[src/rtl/demux1x8_deser.sv]
// Serial-to-parallel receiver: assembles NBITS strobed bits into a word behind a valid/ready output register.
// Optional even-parity trailer bit per frame when PARITY_EN is defined.
module demux1x8_deser #(
  parameter int unsigned NBITS     = 8,
  parameter bit          LSB_FIRST = 1'b1,
  localparam int unsigned CW       = (NBITS > 1) ? $clog2(NBITS) : 1
) (
  input  logic             clk,
  input  logic             rst,
  input  logic             sin_i,
  input  logic             sin_valid_i,
  input  logic             sof_i,
  output logic [CW-1:0]    sel_o,
  output logic             busy_o,
  output logic [NBITS-1:0] dout_o,
  output logic             dout_valid_o,
  input  logic             dout_ready_i,
  output logic             overrun_o,
  output logic             framing_err_o,
  output logic             parity_err_o
);

`ifdef PARITY_EN
  typedef enum logic [1:0] {IDLE = 2'd0, SHIFT = 2'd1, PAR = 2'd2} state_e;
`else
  typedef enum logic [1:0] {IDLE = 2'd0, SHIFT = 2'd1} state_e;
`endif

  localparam logic [CW-1:0] LAST_SEL = CW'(NBITS - 1);
  localparam logic [CW-1:0] IDX0     = LSB_FIRST ? CW'(0) : CW'(NBITS - 1);

  state_e           state_q;
  logic [CW-1:0]    sel_q;
  logic [NBITS-1:0] shift_q;
  logic [NBITS-1:0] dout_q;
  logic             dout_valid_q;
  logic             overrun_q;
  logic             framing_err_q;

  logic [CW-1:0]    idx_c;
  logic [NBITS-1:0] word_c;
  logic [NBITS-1:0] first_c;
  logic [NBITS-1:0] deliver_word_c;
  logic             last_c;
  logic             deliver_c;

`ifdef PARITY_EN
  logic parity_err_q;
  logic par_ok_c;
`endif

  // Bit placement, current-word merge and completion detection
  always_comb begin
    idx_c          = LSB_FIRST ? sel_q : (LAST_SEL - sel_q);
    word_c         = shift_q;
    word_c[idx_c]  = sin_i;
    first_c        = '0;
    first_c[IDX0]  = sin_i;
    last_c         = (sel_q == LAST_SEL);
    deliver_c      = 1'b0;
    deliver_word_c = word_c;
`ifdef PARITY_EN
    par_ok_c       = ~(^shift_q ^ sin_i);
`endif
    if (sin_valid_i) begin
      case (state_q)
`ifdef PARITY_EN
        PAR: begin
          deliver_c      = par_ok_c;
          deliver_word_c = shift_q;
        end
`else
        SHIFT: deliver_c = !sof_i && last_c;
`endif
        default: deliver_c = 1'b0;
      endcase
    end
  end

  // Frame FSM, shifter and output register
  always_ff @(posedge clk or posedge rst) begin
    if (rst) begin
      state_q       <= IDLE;
      sel_q         <= '0;
      shift_q       <= '0;
      dout_q        <= '0;
      dout_valid_q  <= 1'b0;
      overrun_q     <= 1'b0;
      framing_err_q <= 1'b0;
`ifdef PARITY_EN
      parity_err_q  <= 1'b0;
`endif
    end else begin
      overrun_q     <= 1'b0;
      framing_err_q <= 1'b0;
`ifdef PARITY_EN
      parity_err_q  <= 1'b0;
`endif
      case (state_q)
        IDLE: begin
          if (sin_valid_i && sof_i) begin
            shift_q <= first_c;
            sel_q   <= CW'(1);
            state_q <= SHIFT;
          end
        end
        SHIFT: begin
          if (sin_valid_i) begin
            if (sof_i) begin
              // Restart: partial word is discarded, not merged
              framing_err_q <= 1'b1;
              shift_q       <= first_c;
              sel_q         <= CW'(1);
            end else if (last_c) begin
              shift_q <= word_c;
              sel_q   <= '0;
`ifdef PARITY_EN
              state_q <= PAR;
`else
              state_q <= IDLE;
`endif
            end else begin
              shift_q <= word_c;
              sel_q   <= sel_q + CW'(1);
            end
          end
        end
`ifdef PARITY_EN
        PAR: begin
          if (sin_valid_i) begin
            parity_err_q <= !par_ok_c;
            state_q      <= IDLE;
          end
        end
`endif
        default: state_q <= IDLE;
      endcase

      if (deliver_c) begin
        if (dout_valid_q && !dout_ready_i) begin
          overrun_q <= 1'b1;
        end else begin
          dout_q       <= deliver_word_c;
          dout_valid_q <= 1'b1;
        end
      end else if (dout_valid_q && dout_ready_i) begin
        dout_valid_q <= 1'b0;
      end
    end
  end

  assign sel_o         = sel_q;
  assign busy_o        = (state_q != IDLE);
  assign dout_o        = dout_q;
  assign dout_valid_o  = dout_valid_q;
  assign overrun_o     = overrun_q;
  assign framing_err_o = framing_err_q;
`ifdef PARITY_EN
  assign parity_err_o  = parity_err_q;
`else
  assign parity_err_o  = 1'b0;
`endif

endmodule

[config.mk]
export PLATFORM = sky130hd
export DESIGN_NAME = demux1x8_deser
export DESIGN_NICKNAME = d
export VERILOG_FILES = /design/src/rtl/demux1x8_deser.sv
export SDC_FILE = /design/constraint.sdc
export NUM_CORES = 1
export LEC_CHECK = 0
export CAP_MARGIN = 30
export CORE_ASPECT_RATIO = 0.9
export CORE_UTILIZATION = 30
export DETAILED_ROUTE_END_ITERATION = 8
export PLACE_DENSITY = 0.59
export SETUP_SLACK_MARGIN = 0.3
export SLEW_MARGIN = 20
export SYNTH_ARGS = -nofsm -noshare
export SYNTH_HDL_FRONTEND = slang
export SYNTH_SLANG_ARGS = --single-unit
[constraint.sdc]
create_clock -name clk -period 1.2 [get_ports clk]
set_input_delay 0.36 -clock clk [delete_from_list [all_inputs] [get_ports clk]]
set_output_delay 0.36 -clock clk [all_outputs]
set_load 0.05 [all_outputs]
== Word-level counts from Yosys, hierarchy flattened ==
Index checks and enable logic that the tools add are counted.

* Flip-flop bits (word level): 24
* Output and inout bits: 16
* Logic and storage cells: 60

* $add $sub $neg: 1
* Magnitude comparators: 2
* Eq/ne operators: 7
* Multiplexer cells: 27
* Bitwise operators: 1
* Reductions and logical operators: 15

{| class="wikitable"
|+ Operators with widths
! kind !! count
|-
| $mux 8 || 3
|-
| $pmux 8 s2 || 1
|-
| $mux 3 || 4
|-
| $mux 1 || 11
|-
| $ne 2x2->1 const B || 5
|-
| $bwmux 8 || 1
|-
| $mux 2 || 4
|-
| $pmux 3 s2 || 1
|-
| $reduce_bool 2->1 || 3
|-
| $logic_and 1x1->1 || 5
|-
| $lt 3x4->1 const B || 1
|-
| $pmux 2 s2 || 1
|-
| $reduce_and 2->1 || 2
|-
| $reduce_and 4->1 || 1
|-
| $add 3x1->3 const B || 1
|-
| $demux 1 s3 || 1
|-
| $eq 3x3->1 const B || 1
|-
| $ge 3x1->1 const B || 1
|-
| $reduce_and 3->1 || 1
|-
| $eq 2x1->1 const B || 1
|-
| $logic_not 1->1 || 2
|-
| $logic_not 2->1 || 1
|-
| $not 1->1 || 1
|}

== Logic depth before layout (Yosys ltp) ==
* Depth in word-level cells: 8
* Depth in mapped cells: 6
* Mapped depth without buffers: 5

== Worst setup path after synthesis ==
Ideal clock, no wire load.

* Kind: flip-flop to flip-flop
* From: register sel_q[1] (netlist: sel_o[1])
* To: register dout_q[1] (netlist: dout_o[1])
* Setup time: 79 ps
* Arrival: 1674 ps
* Required time: 1121 ps
* Setup slack: -554 ps
* Cell stages (with the launch flop): 7
* Path buffers: 1
* Cell sequence: dfrtp_1 > ha_1 > ha_1 > nand4b_4 > nor2b_1 > buf_4 > mux2i_1

* Longest elaborated chain between the ends: 5
* Elaborated cells between the ends (all ways): 11
* Those cells by class: order compare: 2; eq/ne: 1; mux: 5; reduce/logical: 3

{| class="wikitable"
|+ RTL lines
! what !! RTL line !! RTL
|-
| from (decl) || 33 || <nowiki>logic [CW-1:0] sel_q;</nowiki>
|-
| from (signal assigned) || 124 || <nowiki>sel_q <= sel_q + CW'(1);</nowiki>
|-
| $lt 3x4->1 (not written as such) (tied with other cells) || 56 || <nowiki>word_c[idx_c] = sin_i;</nowiki>
|-
| $logic_and 1x1->1, on equally long branches || 56, 73 ||
|-
| $mux 1, on equally long branches || 56, 66 ||
|-
| $demux 1 s3 / $mux 1 (equally long branches) || 56, 65 ||
|-
| $bwmux 8 / $reduce_and 2->1 (equally long branches) || - ||
|-
| to (signal assigned) || 143 || <nowiki>dout_q <= deliver_word_c;</nowiki>
|-
| to (decl) || 35 || <nowiki>logic [NBITS-1:0] dout_q;</nowiki>
|}

Several ways; a longest one is shown, not always the timed one.
A chain may end at the register's enable or synchronous reset.

== Worst setup path after layout ==
* From: register sel_q[2] (netlist: sel_o[2])
* To: output port sel_o[2]

{| class="wikitable"
|+ RTL lines
! what !! RTL line !! RTL
|-
| to (decl) || 13 || <nowiki>output logic [CW-1:0] sel_o,</nowiki>
|}

No word-level cell between the ends.

==> results.sh <==
export IMPL_status="finished with violations"
export IMPL_violations="negative setup slack"
export IMPL_end_kind="primary output"
export IMPL_synth_seq_cells=23
export IMPL_num_antenna_cells=0
export IMPL_clock_sinks=23
export IMPL_pwr_share_seq_pct=34.8
export IMPL_die_w_um=67.9
export IMPL_nNetsFinal=158
export IMPL_drv_cap=0
export IMPL_grt_pass1_wl_um=4460
export IMPL_synthMuxAreaShare_pct=13.7
export IMPL_first_pass_iters=4
export IMPL_final_common_cell="buf_4"
export IMPL_seq_area_frac_synth_pct=49.1
export IMPL_dieArea_um2=4160
export IMPL_clockRootBuffer="clkbuf_8"
export IMPL_syn_area_um2=1170
export IMPL_synth_compound_area_share_pct=9.82
export IMPL_synth_xor_area_share_pct=0
export IMPL_vias=898
export IMPL_syn_inst=109
export IMPL_min_period_ps=1390
export IMPL_top_usage_layer="met2"
export IMPL_total_power_mw=3.12
export IMPL_grt_use_total_pct=14.8
export IMPL_setup_viol=32
export IMPL_drtAntennaViolNets=0
export IMPL_rsz0062_at_grt="true"
export IMPL_power_internal_mw=1.93
export IMPL_grtUsageMet2_pct=26.4
export IMPL_synth_edf_count=0
export IMPL_hold_path_class="input pin to asynchronous set/reset pin"
export IMPL_clk_path_buf_depth=2
export IMPL_fin_hold_ws_ps=403
export IMPL_drc=0
export IMPL_critPathKind="flop to primary output"
export IMPL_max_freq_mhz=718
export IMPL_synthAdderAreaFrac_pct=2.13
export IMPL_synth_area_per_cell_um2=10.8
export IMPL_p_leak_nw=0.853
export IMPL_final_cell_mix="buf_4 (22), mux2i_1 (16), dfrtp_1 (16), buf_12 (16)"
export IMPL_slowest_delay_ps=490
export IMPL_synth_main_ff_cell="dfrtp_1"
export IMPL_first_iter_violations=33
export IMPL_p_per_area_nw_per_um2=1690
export IMPL_cts_htree_levels=1
export IMPL_cts_buffers=3
export IMPL_timing_final_max_slew_violations=0
export IMPL_antenna_found_initial=0
export IMPL_cts_tree="done"
export IMPL_worstSkewPairLatency_ps=270
export IMPL_grtUsageMet3_pct=3.70
export IMPL_p_sw_mw=1.19
export IMPL_crit_required_ps=840
export IMPL_syn_num_nets=117
export IMPL_swShare_pct=38.2
export IMPL_irDropWorstVdd_mv=0.993
export IMPL_synth_simple_area_share_pct=14.9
export IMPL_cp_top_family="flip-flops"
export IMPL_power_frac_comb_pct=49.2
export IMPL_die_h_um=61.3
export IMPL_wl_um=2480
export IMPL_critPathMaxFanout=7
export IMPL_coreArea_um2=3730
export IMPL_hold_violations=0
export IMPL_n_fill_cell=349
export IMPL_wl_per_cell_um=12.7
export IMPL_ys_types=31
export IMPL_p_clk_share_pct=16.1
export IMPL_initial_utilization_pct=31.4
export IMPL_synth_top_family_by_area="simple AND/OR/NAND/NOR gates"
export IMPL_fin_skew_ps=7.15
export IMPL_cp_data_arrival_time_ps=1030
export IMPL_critical_path_buf_inv_count=2
export IMPL_dpl_hpwl_um=1820
export IMPL_io_buffers=20
export IMPL_grt_max_degree=24
export IMPL_path_clk_slew_ps=90
export IMPL_row_count=21
export IMPL_io_pins=22
export IMPL_first_global_vias=955
export IMPL_ys_warn_count=0
export IMPL_cp_cell_sequence="buf_6 -> buf_12"
export IMPL_async_reset_ff_share_pct=100
export IMPL_gp_congestion=0.799
export IMPL_cp_start_kind="flop"
export IMPL_grt_ovfl_total=0
export IMPL_area_delta_synth_final_pct=57.4
export IMPL_drive_gt1_share_pct=44.3
export IMPL_cp_slowest_cell="dfrtp_2"
export IMPL_met1_usage_pct=17.8
export IMPL_setup_ws_ps=-192
export IMPL_min_period_over_period_pct=116
export IMPL_avgViaCountPerCell=4.61
cell usage after synthesis (2+ instances only):
master / number / share of area, %
nand3b_1: 3 / 1.9
buf_6: 3 / 2.9
inv_1: 10 / 3.2
a21oi_1: 2 / 0.85
nand2_1: 7 / 2.2
buf_4: 5 / 3.2
ha_1: 2 / 2.1
o21ai_1: 8 / 3.4
nor2_1: 3 / 0.96
nand2b_1: 2 / 1.1
nor3b_1: 3 / 1.9
dfrtp_1: 23 / 49
mux2i_1: 16 / 14
o21ai_0: 5 / 2.1
worst reg2reg max path, cell delays in order, from the launching register on:
cell      delay, ps
dfrtp_2         440
ha_4            170
ha_4            160
buf_4           150
nand4b_1        170
a21oi_1         140
a21o_1           90
registers in the layout (all words and copies together) (netlist names):
| signal | flops |
|---|---|
| dout_o | 8 |
| shift_q | 8 |
| sel_o | 3 |
| dout_valid_o | 1 |
| framing_err_o | 1 |
| overrun_o | 1 |
| state_q | 1 |
cell type report:
| class | count | area (µm²) | share of cell area [%] |
|---|---|---|---|
| Clock buffer | 3 | 41.3 | 2.24 |
| Clock inverter | 1 | 7.51 | 0.407 |
| Inverter | 10 | 37.5 | 2.03 |
| Multi-Input combinational cell | 66 | 548 | 29.7 |
| Sequential cell | 23 | 584 | 31.7 |
| Tap cell | 46 | 57.6 | 3.12 |
| Timing Repair Buffer | 46 | 569 | 30.8 |
through the flow:
step	instance area [µm²]	util, %	instances	worst slack [ps]	setup TNS, ps
after floorplan	1210	-	109	-293	-3440
after global placement	1700	45.6	185	-510	-9430
after detailed placement	1700	45.6	185	-549	-9570
after CTS	1830	49.0	194	-205	-3060
after global routing	1850	49.5	195	-255	-4930
final	1850	49.5	195	-192	-2830
repair_timing:
item,in CTS,in global routing
hold buffers,0,0
gates resized for setup,15,3
pin swaps,4,2
endpoints found under the setup margin,38,38
cloned,0,0
endpoints found under the hold margin,0,0
setup buffers,5,1
final timing paths:
| kind | cells past startpoint | slack, ps | end | from |
|---|---|---|---|---|
| max reg2reg | 6 | -170 | sel_o[1] | sel_o[0] |
| max in group asynchronous | 3 | 640 | sel_o[0] | rst |
| min | 3 | 400 | dout_o[2] | rst |
| min reg2reg | 2 | 500 | shift_q[2] | shift_q[2] |
| min in group clk | 2 | 500 | shift_q[2] | shift_q[2] |
| max | 2 | -190 | sel_o[2] | sel_o[2] |
per-layer routing:
metal  wire length, µm  part of all wire [%]  up-vias
met5                 0                     0        -
met4                15                  0.60        0
met3               106                   4.3        2
met2              1280                    52       18
met1              1080                    43      434
li1                  -                     -      444
logic make-up after synthesis:
logic type | count (synthesis)
AO/OA/AOI/OAI | 20
multiplexers | 16
adder cells (fa/ha/maj) | 2
buffers and inverters | 20
other | 1
flip-flops | 23
AND/OR/NAND/NOR | 27
power by group through the flow:
stage	clock network, mW	logic [mW]	registers, mW
final	0.501	1.53	1.08
after global routing	0.547	1.63	1.10
after CTS	0.514	1.54	1.09
after detailed placement	0	1.48	1.10
after global placement	0	1.45	1.10
after floorplan	0	0.364	1.46
Power figures use the tool's default switching activity.
